[src/rtl/vga_pkg.sv]
`default_nettype none
// ============================================================================
//  Module   : vga_pkg
//  Purpose  : Default 640x480@60 timing constants and the phase encodings
//             shared by the timing generator, color_mapper and sprite blocks.
//  Revision : 1.0  initial release
// ============================================================================
package vga_pkg;

  localparam int H_ACTIVE_DEF = 640;
  localparam int H_FRONT_DEF  = 16;
  localparam int H_SYNC_DEF   = 96;
  localparam int H_BACK_DEF   = 48;
  localparam int V_ACTIVE_DEF = 480;
  localparam int V_FRONT_DEF  = 10;
  localparam int V_SYNC_DEF   = 2;
  localparam int V_BACK_DEF   = 33;

  localparam int COORD_W = 10;

  // Axis-neutral phase used inside the shared per-axis counter.
  typedef enum logic [1:0] {PH_ACT = 2'd0, PH_FP = 2'd1, PH_SP = 2'd2, PH_BP = 2'd3} phase_t;

  // Axis-specific views with the same encoding as phase_t.
  typedef enum logic [1:0] {H_ACT = 2'd0, H_FP = 2'd1, H_SP = 2'd2, H_BP = 2'd3} h_phase_t;
  typedef enum logic [1:0] {V_ACT = 2'd0, V_FP = 2'd1, V_SP = 2'd2, V_BP = 2'd3} v_phase_t;

  // Total period of one axis (active + front porch + sync + back porch).
  function automatic int span_total(input int act, input int fp, input int sp, input int bp);
    return act + fp + sp + bp;
  endfunction

endpackage
`default_nettype wire

[src/rtl/vga_timing_gen_if.sv]
`default_nettype none
// ============================================================================
//  Module   : vga_timing_gen_if
//  Purpose  : Bundle of VGA timing outputs; master drives, slave consumes.
//  Revision : 1.0  initial release
// ============================================================================
interface vga_timing_gen_if;

  logic       VGA_CLK;
  logic       pixel_en;
  logic       VGA_HS;
  logic       VGA_VS;
  logic       VGA_BLANK_N;
  logic       VGA_SYNC_N;
  logic [9:0] DrawX;
  logic [9:0] DrawY;
  logic       line_start;
  logic       frame_start;

  modport master (
    output VGA_CLK, pixel_en, VGA_HS, VGA_VS, VGA_BLANK_N, VGA_SYNC_N,
    output DrawX, DrawY, line_start, frame_start
  );

  modport slave (
    input VGA_CLK, pixel_en, VGA_HS, VGA_VS, VGA_BLANK_N, VGA_SYNC_N,
    input DrawX, DrawY, line_start, frame_start
  );

endinterface
`default_nettype wire

[src/rtl/vga_phase_counter.sv]
`default_nettype none
// ============================================================================
//  Module   : vga_phase_counter
//  Purpose  : One timing axis: wrap-around position counter plus the
//             active/front/sync/back phase FSM. Next-state values are exported
//             so the parent can register sync/blank aligned with the count.
//  Revision : 1.0  initial release
// ============================================================================
module vga_phase_counter import vga_pkg::*; #(
  parameter int ACTIVE = H_ACTIVE_DEF,
  parameter int FRONT  = H_FRONT_DEF,
  parameter int SYNC   = H_SYNC_DEF,
  parameter int BACK   = H_BACK_DEF,
  parameter int W      = COORD_W
) (
  input  logic         clk_i,
  input  logic         rst_i,
  input  logic         adv_i,
  output logic [W-1:0] count_o,
  output logic [W-1:0] count_next_o,
  output phase_t       phase_next_o
);

  localparam int           TOTAL      = span_total(ACTIVE, FRONT, SYNC, BACK);
  localparam logic [W-1:0] c_act_last = W'(ACTIVE - 1);
  localparam logic [W-1:0] c_fp_last  = W'(ACTIVE + FRONT - 1);
  localparam logic [W-1:0] c_sp_last  = W'(ACTIVE + FRONT + SYNC - 1);
  localparam logic [W-1:0] c_last     = W'(TOTAL - 1);

  logic [W-1:0] count_q, count_d;
  phase_t       phase_q, phase_d;

  // Position and phase state registers.
  always_ff @(posedge clk_i) begin
    if (rst_i) begin
      count_q <= '0;
      phase_q <= PH_ACT;
    end else begin
      count_q <= count_d;
      phase_q <= phase_d;
    end
  end

  // Advance the count and step the phase when the count leaves each region.
  always_comb begin
    count_d = count_q;
    phase_d = phase_q;
    if (adv_i) begin
      count_d = (count_q == c_last) ? '0 : count_q + 1'b1;
      case (phase_q)
        PH_ACT:  if (count_q == c_act_last) phase_d = PH_FP;
        PH_FP:   if (count_q == c_fp_last)  phase_d = PH_SP;
        PH_SP:   if (count_q == c_sp_last)  phase_d = PH_BP;
        PH_BP:   if (count_q == c_last)     phase_d = PH_ACT;
        default: phase_d = PH_ACT;
      endcase
    end
  end

  assign count_o      = count_q;
  assign count_next_o = count_d;
  assign phase_next_o = phase_d;

endmodule
`default_nettype wire

[src/rtl/vga_timing_gen.sv]
`default_nettype none
// ============================================================================
//  Module   : vga_timing_gen
//  Purpose  : VGA raster timing from the system clock: Clk/2 pixel strobe,
//             pixel/line counters, active-low syncs, blank and start pulses.
//             All outputs change in the same Clk cycle as DrawX/DrawY.
//  Revision : 1.0  initial release
// ============================================================================
module vga_timing_gen import vga_pkg::*; #(
  parameter int H_ACTIVE = H_ACTIVE_DEF,
  parameter int H_FRONT  = H_FRONT_DEF,
  parameter int H_SYNC   = H_SYNC_DEF,
  parameter int H_BACK   = H_BACK_DEF,
  parameter int V_ACTIVE = V_ACTIVE_DEF,
  parameter int V_FRONT  = V_FRONT_DEF,
  parameter int V_SYNC   = V_SYNC_DEF,
  parameter int V_BACK   = V_BACK_DEF
) (
  input  logic             Clk,
  input  logic             Reset,
  vga_timing_gen_if.master vga
);

  // tog_q leads pixel_en_q by one cycle so the first strobe after reset
  // lands in the second cycle and the start pulses can be precomputed.
  logic tog_q;
  logic pixel_en_q, vga_clk_q;
  logic hs_q, hs_d;
  logic vs_q, vs_d;
  logic blank_n_q, blank_n_d;
  logic line_start_q, line_start_d;
  logic frame_start_q, frame_start_d;

  logic [COORD_W-1:0] w_h_count, w_h_next;
  logic [COORD_W-1:0] w_v_count, w_v_next;
  phase_t             w_h_phase_raw, w_v_phase_raw;
  h_phase_t           w_h_phase;
  v_phase_t           w_v_phase;
  logic               w_h_wrap;

  vga_phase_counter #(
    .ACTIVE(H_ACTIVE), .FRONT(H_FRONT), .SYNC(H_SYNC), .BACK(H_BACK), .W(COORD_W)
  ) u_h_axis (
    .clk_i        (Clk),
    .rst_i        (Reset),
    .adv_i        (pixel_en_q),
    .count_o      (w_h_count),
    .count_next_o (w_h_next),
    .phase_next_o (w_h_phase_raw)
  );

  // A line ends when a strobed pixel rolls the column back to zero.
  assign w_h_wrap = pixel_en_q && (w_h_next == '0);

  vga_phase_counter #(
    .ACTIVE(V_ACTIVE), .FRONT(V_FRONT), .SYNC(V_SYNC), .BACK(V_BACK), .W(COORD_W)
  ) u_v_axis (
    .clk_i        (Clk),
    .rst_i        (Reset),
    .adv_i        (w_h_wrap),
    .count_o      (w_v_count),
    .count_next_o (w_v_next),
    .phase_next_o (w_v_phase_raw)
  );

  assign w_h_phase = h_phase_t'(w_h_phase_raw);
  assign w_v_phase = v_phase_t'(w_v_phase_raw);

  // Decode the upcoming phases/positions so registered outputs match the counters.
  always_comb begin
    hs_d          = (w_h_phase != H_SP);
    vs_d          = (w_v_phase != V_SP);
    blank_n_d     = (w_h_phase == H_ACT) && (w_v_phase == V_ACT);
    line_start_d  = tog_q && (w_h_next == '0);
    frame_start_d = tog_q && (w_h_next == '0) && (w_v_next == '0);
  end

  // Output and strobe registers.
  always_ff @(posedge Clk) begin
    if (Reset) begin
      tog_q         <= 1'b0;
      pixel_en_q    <= 1'b0;
      vga_clk_q     <= 1'b1;
      hs_q          <= 1'b1;
      vs_q          <= 1'b1;
      blank_n_q     <= 1'b0;
      line_start_q  <= 1'b0;
      frame_start_q <= 1'b0;
    end else begin
      tog_q         <= ~tog_q;
      pixel_en_q    <= tog_q;
      vga_clk_q     <= ~pixel_en_q;
      hs_q          <= hs_d;
      vs_q          <= vs_d;
      blank_n_q     <= blank_n_d;
      line_start_q  <= line_start_d;
      frame_start_q <= frame_start_d;
    end
  end

  assign vga.VGA_CLK     = vga_clk_q;
  assign vga.pixel_en    = pixel_en_q;
  assign vga.VGA_HS      = hs_q;
  assign vga.VGA_VS      = vs_q;
  assign vga.VGA_BLANK_N = blank_n_q;
  assign vga.VGA_SYNC_N  = 1'b0;
  assign vga.DrawX       = w_h_count;
  assign vga.DrawY       = w_v_count;
  assign vga.line_start  = line_start_q;
  assign vga.frame_start = frame_start_q;

endmodule
`default_nettype wire

[src/flat_wrapper.sv]
// flat-port wrapper written by rule: the top's interface ports become plain ports
module vga_timing_gen_flat import vga_pkg::*;
#(
  parameter int H_ACTIVE = H_ACTIVE_DEF,
  parameter int H_FRONT  = H_FRONT_DEF,
  parameter int H_SYNC   = H_SYNC_DEF,
  parameter int H_BACK   = H_BACK_DEF,
  parameter int V_ACTIVE = V_ACTIVE_DEF,
  parameter int V_FRONT  = V_FRONT_DEF,
  parameter int V_SYNC   = V_SYNC_DEF,
  parameter int V_BACK   = V_BACK_DEF
)
  (Clk, Reset, vga_VGA_CLK, vga_pixel_en, vga_VGA_HS, vga_VGA_VS, vga_VGA_BLANK_N, vga_VGA_SYNC_N, vga_DrawX, vga_DrawY, vga_line_start, vga_frame_start);
  vga_timing_gen_if vga_i ();
  input  logic Clk;
  input  logic Reset;
  output wire logic [$bits(vga_i.VGA_CLK)-1:0] vga_VGA_CLK;
  output wire logic [$bits(vga_i.pixel_en)-1:0] vga_pixel_en;
  output wire logic [$bits(vga_i.VGA_HS)-1:0] vga_VGA_HS;
  output wire logic [$bits(vga_i.VGA_VS)-1:0] vga_VGA_VS;
  output wire logic [$bits(vga_i.VGA_BLANK_N)-1:0] vga_VGA_BLANK_N;
  output wire logic [$bits(vga_i.VGA_SYNC_N)-1:0] vga_VGA_SYNC_N;
  output wire logic [$bits(vga_i.DrawX)-1:0] vga_DrawX;
  output wire logic [$bits(vga_i.DrawY)-1:0] vga_DrawY;
  output wire logic [$bits(vga_i.line_start)-1:0] vga_line_start;
  output wire logic [$bits(vga_i.frame_start)-1:0] vga_frame_start;
  assign vga_VGA_CLK = vga_i.VGA_CLK;
  assign vga_pixel_en = vga_i.pixel_en;
  assign vga_VGA_HS = vga_i.VGA_HS;
  assign vga_VGA_VS = vga_i.VGA_VS;
  assign vga_VGA_BLANK_N = vga_i.VGA_BLANK_N;
  assign vga_VGA_SYNC_N = vga_i.VGA_SYNC_N;
  assign vga_DrawX = vga_i.DrawX;
  assign vga_DrawY = vga_i.DrawY;
  assign vga_line_start = vga_i.line_start;
  assign vga_frame_start = vga_i.frame_start;
  vga_timing_gen #(.H_ACTIVE(H_ACTIVE), .H_FRONT(H_FRONT), .H_SYNC(H_SYNC), .H_BACK(H_BACK), .V_ACTIVE(V_ACTIVE), .V_FRONT(V_FRONT), .V_SYNC(V_SYNC), .V_BACK(V_BACK)) u_core (.Clk(Clk), .Reset(Reset), .vga(vga_i));
endmodule
[config.mk]
export PLATFORM = sky130hd
export DESIGN_NAME = vga_timing_gen_flat
export DESIGN_NICKNAME = d
export VERILOG_FILES = /design/src/rtl/vga_pkg.sv /design/src/rtl/vga_timing_gen_if.sv /design/src/rtl/vga_phase_counter.sv /design/src/rtl/vga_timing_gen.sv /design/src/flat_wrapper.sv
export SDC_FILE = /design/constraint.sdc
export NUM_CORES = 1
export LEC_CHECK = 0
export BUFFER_PORTS_ARGS = -buffer_cell sky130_fd_sc_hd__buf_4
export CAP_MARGIN = 5
export CORE_ASPECT_RATIO = 0.5
export CORE_UTILIZATION = 50
export DETAILED_ROUTE_END_ITERATION = 8
export GPL_ROUTABILITY_DRIVEN = 1
export PLACE_DENSITY = 0.82
export SYNTH_ARGS = -nofsm -noshare
export SYNTH_HDL_FRONTEND = slang
export SYNTH_HIERARCHICAL = 1
export SYNTH_SLANG_ARGS = --single-unit
[constraint.sdc]
create_clock -name Clk -period 6 [get_ports Clk]
set_input_delay 0.9 -clock Clk [delete_from_list [all_inputs] [get_ports Clk]]
set_output_delay 0.9 -clock Clk [all_outputs]
set_load 0.01 [all_outputs]
=== Word level (Yosys, flattened, before mapping) ===
Index checks and enable logic that the tools add are counted.

* Equality and inequality tests: 16
* Shift-type cells: 0
* Multipliers: 0
* Add/sub/neg operators: 2
* Multiplexer cells: 16
* Order comparisons: 0
* Bitwise operators: 2
* Div/mod/pow operators: 0
* Reductions and logical operators: 10

{| class="wikitable"
|+ Operators with widths
! kind !! number
|-
| $eq A10 B10 Y1 const B || 5
|-
| $mux W10 || 4
|-
| $eq A10 B9 Y1 const B || 3
|-
| $add A10 B1 Y10 const B || 2
|-
| $logic_not A10 Y1 || 2
|-
| $mux W2 || 10
|-
| $pmux W2 S4 || 2
|-
| $eq A2 B2 Y1 const B || 4
|-
| $logic_not A2 Y1 || 4
|-
| $eq A2 B1 Y1 const B || 2
|-
| $logic_and A1 B1 Y1 || 4
|-
| $ne A2 B2 Y1 const B || 2
|-
| $not A1 Y1 || 2
|}

* Memory bits (read-only): 0
* Output and inout port bits: 28
* Bits in latches: 0
* Logic and storage cells: 58
* Bits in registers: 32
* Bits in writable memories: 0
* Input bits: 2
* Memories: 0

=== Logic depth before layout (Yosys ltp) ===
* Depth after elaboration: 8
* Depth in mapped cells: 15
* Gate-level depth less buffers: 15

=== Modules after synthesis ===
The synthesis kept the hierarchy.

{| class="wikitable"
|+ Modules (own cells, without submodules)
! module !! times used !! seq. area each (um^2) !! cells an instance !! area an instance (um^2)
|-
| vga_phase_counter (u_core.u_v_axis) || 1 || 240.2 || 90 || 728.2
|-
| vga_phase_counter (u_core.u_h_axis) || 1 || 240.2 || 84 || 713.2
|-
| vga_timing_gen || 1 || 160.2 || 30 || 302.8
|}

=== Worst setup path after synthesis ===
Ideal clock, no wire load.

* Kind: reg2reg
* Start point: register u_core.u_h_axis.count_q[8] (netlist: u_core/u_h_axis/count_o[8])
* End point: register u_core.blank_n_q (netlist: u_core/vga.VGA_BLANK_N)
* Data required time: 5.904 ns
* Library setup time: 0.096 ns
* Cell stages (with the launch flop): 16
* Arrival time: 2.891 ns
* Path slack: 3.013 ns
* Clock period less this slack: 2.987 ns
* Buffers on the path: 2
* Cell sequence: dfxtp_1 -> buf_6 -> nand4bb_1 -> or3_1 -> nand3_1 -> nand2_1 -> nor4_4 -> nand2_1 -> nor2_1 -> clkbuf_1 -> nand3_1 -> nor3_1 -> and2_1 -> a211oi_1 -> nor2_1 -> nor4b_1

* Cells in the longest elaborated chain, start to end: 8
* Elaborated cells on any way between the ends: 19
* Classes of those cells: add/sub (1); eq/ne (4); mux (9); reduce/logical (5)

{| class="wikitable"
|+ Ends and longest elaborated chain
! item !! line !! RTL
|-
| from (decl) || vga_phase_counter.sv:30 || <nowiki>logic [W-1:0] count_q, count_d;</nowiki>
|-
| from (signal assigned) || vga_phase_counter.sv:39 || <nowiki>count_q <= count_d;</nowiki>
|-
| $eq A10 B10 Y1 || vga_phase_counter.sv:49 || <nowiki>count_d = (count_q == c_last) ? '0 : count_q + 1'b1;</nowiki>
|-
| $mux W10 || vga_phase_counter.sv:49 ||
|-
| $mux W10 || vga_phase_counter.sv:48 || <nowiki>if (adv_i) begin</nowiki>
|-
| named net u_core.w_h_next[1] || vga_timing_gen.sv:34 || <nowiki>logic [COORD_W-1:0] w_h_count, w_h_next;</nowiki>
|-
| $logic_not A10 Y1 || vga_timing_gen.sv:53 || <nowiki>assign w_h_wrap = pixel_en_q && (w_h_next == '0);</nowiki>
|-
| $logic_and A1 B1 Y1 || vga_timing_gen.sv:53 ||
|-
| named net u_core.w_h_wrap || vga_timing_gen.sv:39 || <nowiki>logic w_h_wrap;</nowiki>
|-
| $mux W2 || vga_phase_counter.sv:48 ||
|-
| named net u_core.w_v_phase[0] || vga_timing_gen.sv:38 || <nowiki>v_phase_t w_v_phase;</nowiki>
|-
| $logic_not A2 Y1 || vga_timing_gen.sv:73 || <nowiki>blank_n_d = (w_h_phase == H_ACT) && (w_v_phase == V_ACT);</nowiki>
|-
| $logic_and A1 B1 Y1 || vga_timing_gen.sv:73 ||
|-
| to (signal assigned) || vga_timing_gen.sv:95 || <nowiki>blank_n_q <= blank_n_d;</nowiki>
|-
| to (decl) || vga_timing_gen.sv:30 || <nowiki>logic blank_n_q, blank_n_d;</nowiki>
|}

The timed path passes the listed nets, and every way through them passes these cells.
A chain may end at the register's enable or synchronous reset.

=== Worst setup path after layout ===
* Start point: register u_core.pixel_en_q (netlist: u_core/vga.pixel_en)
* End point: register u_core.frame_start_q (netlist: u_core/vga.frame_start)

* Cells in the longest elaborated chain, start to end: 6
* Elaborated cells on any way between the ends: 7
* Classes of those cells: mux (2); reduce/logical (5)

{| class="wikitable"
|+ Ends and longest elaborated chain
! item !! line !! RTL
|-
| from (decl) || vga_timing_gen.sv:27 || <nowiki>logic pixel_en_q, vga_clk_q;</nowiki>
|-
| from (signal assigned) || vga_timing_gen.sv:91 || <nowiki>pixel_en_q <= tog_q;</nowiki>
|-
| $mux W10 || vga_phase_counter.sv:48 ||
|-
| named net u_core.w_h_next[9] || vga_timing_gen.sv:34 ||
|-
| $logic_not A10 Y1 || vga_timing_gen.sv:53 ||
|-
| $logic_and A1 B1 Y1 || vga_timing_gen.sv:53 ||
|-
| named net u_core.w_h_wrap || vga_timing_gen.sv:39 ||
|-
| $mux W10 || vga_phase_counter.sv:48 ||
|-
| named net u_core.w_v_next[9] || vga_timing_gen.sv:35 || <nowiki>logic [COORD_W-1:0] w_v_count, w_v_next;</nowiki>
|-
| $logic_not A10 Y1 || vga_timing_gen.sv:75 || <nowiki>frame_start_d = tog_q && (w_h_next == '0) && (w_v_next == '0);</nowiki>
|-
| $logic_and A1 B1 Y1 || vga_timing_gen.sv:75 ||
|-
| to (signal assigned) || vga_timing_gen.sv:97 || <nowiki>frame_start_q <= frame_start_d;</nowiki>
|-
| to (decl) || vga_timing_gen.sv:32 || <nowiki>logic frame_start_q, frame_start_d;</nowiki>
|}

The timed path passes the listed nets, and every way through them passes these cells.

==> results.tsv <==
stage	metric	value	unit
yosys	async_flop_share	0	
outcome	status	complete, no violations	
route	wire_per_inst	14.4	um
yosys	ys.flop_type	dfxtp_1	
global_route	grt_pass1_vias	1395	
yosys	syn_area	1740	um2
pwr	p_leak	0.791	nW
timing	slew_violations	0	
global_route	antenna_found_initial	0	
route	ant_nets	0	
route	route.detailed.drc	0	
placement	dp_hpwl	2840	um
timing	fmax	0.255	GHz
yosys	yosysWarnings	6	
pwr	totalPowerFinal	0.417	mW
yosys	syn_nets	210	
timing	hold_viol	0	
global_route	grt_max_degree	21	
yosys	yosysMostFrequentCell	dfxtp_1	
route	avgViaCountPerCell	5.84	
timing	tns	0	ps
route	drt-total-wl	3930	um
clock_tree	clkLatencyLatePin	290	ps
setup_path	cp-start-kind	flip-flop	
timing	rsz0062_at_grt	false	
timing	post-route-period-util	0.654	
route	via_count	1600	
timing	tightest_slew	755	ps
finish	area_delta_synth_final	18.1	%
timing	holdWs	417	ps
yosys	synth_top_cells_by_area	dfxtp_1 37%, xnor2_1 5.5%, nor2_1 4.7%	
die	start_util	0.553	
yosys	synthCells	204	
finish	finalNetCount	239	
global_route	grt_use_total	0.226	
global_route	grt_first_pass_wirelength	6440	um
finish	diodes	0	
setup_path	crit_type	flip-flop to flip-flop	
setup_path	worstPathRequired	6220	ps
route	drt-initial-drc-count	123	
route	firstDrtPassIters	4	
clock_tree	cts_sinks	32	
clock_tree	clock-root-buffer	clkbuf_8	
clock_tree	cts_tree	done	
yosys	avgSynthCellArea	8.55	um2
timing	clock-skew-final	4.43	ps
timing	relSlewSlack	0.495	
die	ios	30	
die	die_area	3740	um2
pwr	powerDensity	203	nW/um2
die	die_h	43.8	um
finish	drive_above_1_share	0.218	
clock_tree	postCtsHoldBufs	0	
min_path	hp-class	flip-flop to flip-flop	
timing	setup_violations	0	
timing	fin_crit	3930	ps
clock_tree	clk_pin_slew_worst_paths	60	ps
yosys	synth_edf_count	0	
die	dieWidth	85.5	um
yosys	yosys_register_bits	32	
yosys	synth.top_cell.area_share	0.367	
die	rows	14	
die	coreArea	3150	um2
clock_tree	cts.path.max_buffers	2	
yosys	yosysTopAreaCell	dfxtp_1	
setup_path	worstPathArrival	4140	ps
yosys	ys_seq_area_frac	0.367	
yosys	yosys-top-cells-count	32 x dfxtp_1, 22 x nor2_1, 17 x nand2_1, 12 x nor2b_1, 11 x xnor2_1	
clock_tree	cts-htree-levels	2	
global_route	grt_overflow	0	
setup_path	crit_path_max_fanout	14	
placement	gp_congestion	0.954	
pwr	vdd_drop_max	127	uV
clock_tree	postCtsSetupBuffers	0	
yosys	ys_types	51	
setup_path	end_kind	flip-flop	
job	max_cap_violations	0	
placement	io_buffer_count	28	
clock_tree	cts_resized	0	
clock_tree	cts_made_buffers	5	
==> cells by family after synthesis <==
| family | after synthesis | synth area share |
|---|---|---|
| AND/OR/NAND/NOR | 111 | 0.380 |
| buffers and inverters | 13 | 0.0359 |
| flip-flops | 32 | 0.367 |
| adder cells (fa/ha/maj) | 4 | 0.0287 |
| XOR/XNOR | 15 | 0.0753 |
| other | 1 | 0.00215 |
| AO/OA/AOI/OAI | 28 | 0.110 |
==> through the flow <==
| stage | setup WS, ps | cells | util | cell area, um2 |
|---|---|---|---|---|
| 2_1_floorplan | 3010 | 204 | - | 1740 |
| 3_3_place_gp | 2340 | 266 | 0.624 | 1970 |
| 3_5_place_dp | 2190 | 266 | 0.624 | 1970 |
| 4_1_cts | 2170 | 274 | 0.654 | 2060 |
| 5_1_grt | 1780 | 274 | 0.654 | 2060 |
| 6_report | 2070 | 274 | 0.654 | 2060 |
==> metal layers <==
layer,part of all wire,GRT usage,vias up
li1,-,-,783
met1,0.46,0.304,731
met2,0.45,0.354,77
met3,0.080,0.0610,9
met4,0.017,0.0900,0
met5,0,0,-
==> critical path, cell delays in order, from the launching register on <==
cell     delay, ps
dfxtp_1        580
nand4_1        270
nor3_1         310
xnor2_1        190
nor2_1          90
nor4_2         330
nand2_1        160
nor2_1         620
nand4_1        350
nor4_1         370
xnor2_1        180
a21oi_1         70
nor2_1         140
nand3_1         90
nor3_2         110
==> final cells by class <==
cell class / instances / area, um2
timing repair buffer: 28 / 210
clock buffer: 6 / 82.6
clock inverter: 2 / 10.0
inverter: 7 / 26.3
tap: 40 / 50.0
sequential: 32 / 641
multi-input combinational: 159 / 1040
fill: 272 / 1090
==> path summary, 6_finish.rpt <==
path | from | to | slack [ps] | cells past startpoint
max | u_core/vga.pixel_en | u_core/vga.frame_start | 2070 | 14
min | u_core/tog_q | u_core/tog_q | 420 | 1
max reg2reg | u_core/vga.pixel_en | u_core/vga.frame_start | 2070 | 14
min reg2reg | u_core/tog_q | u_core/tog_q | 420 | 1
==> sequential cells by signal (all words and copies together), names as in the netlist <==
signal and cells:
u_core/tog_q 1, u_core/u_h_axis/count_o 10, u_core/u_h_axis/phase_q 2, u_core/u_v_axis/count_o 10
u_core/u_v_axis/phase_q 2, u_core/vga.VGA_BLANK_N 1, u_core/vga.VGA_CLK 1, u_core/vga.VGA_HS 1
u_core/vga.VGA_VS 1, u_core/vga.frame_start 1, u_core/vga.line_start 1, u_core/vga.pixel_en 1
==> where the power goes <==
part	switching [mW]	internal, mW	total, mW
Clock	0.0826	0.0915	0.174
Combinational	0.0135	0.0107	0.0242
Sequential	0.00335	0.216	0.219
==> placed cells by master (no fill, tap or decap), types with 4 or more instances in the layout <==
master and instances:
clkbuf_8 6, a21oi_1 6, xor2_1 4, xnor2_1 11, o21ai_0 5, dfxtp_1 32, nor4_1 6, nor3_1 8
nand3_1 9, nand4_1 5, nand2b_1 7, inv_1 7, nand2_1 17, nor2b_1 12, ha_1 4, buf_4 28
nor2_1 22
(Power assumes the default switching activity.)
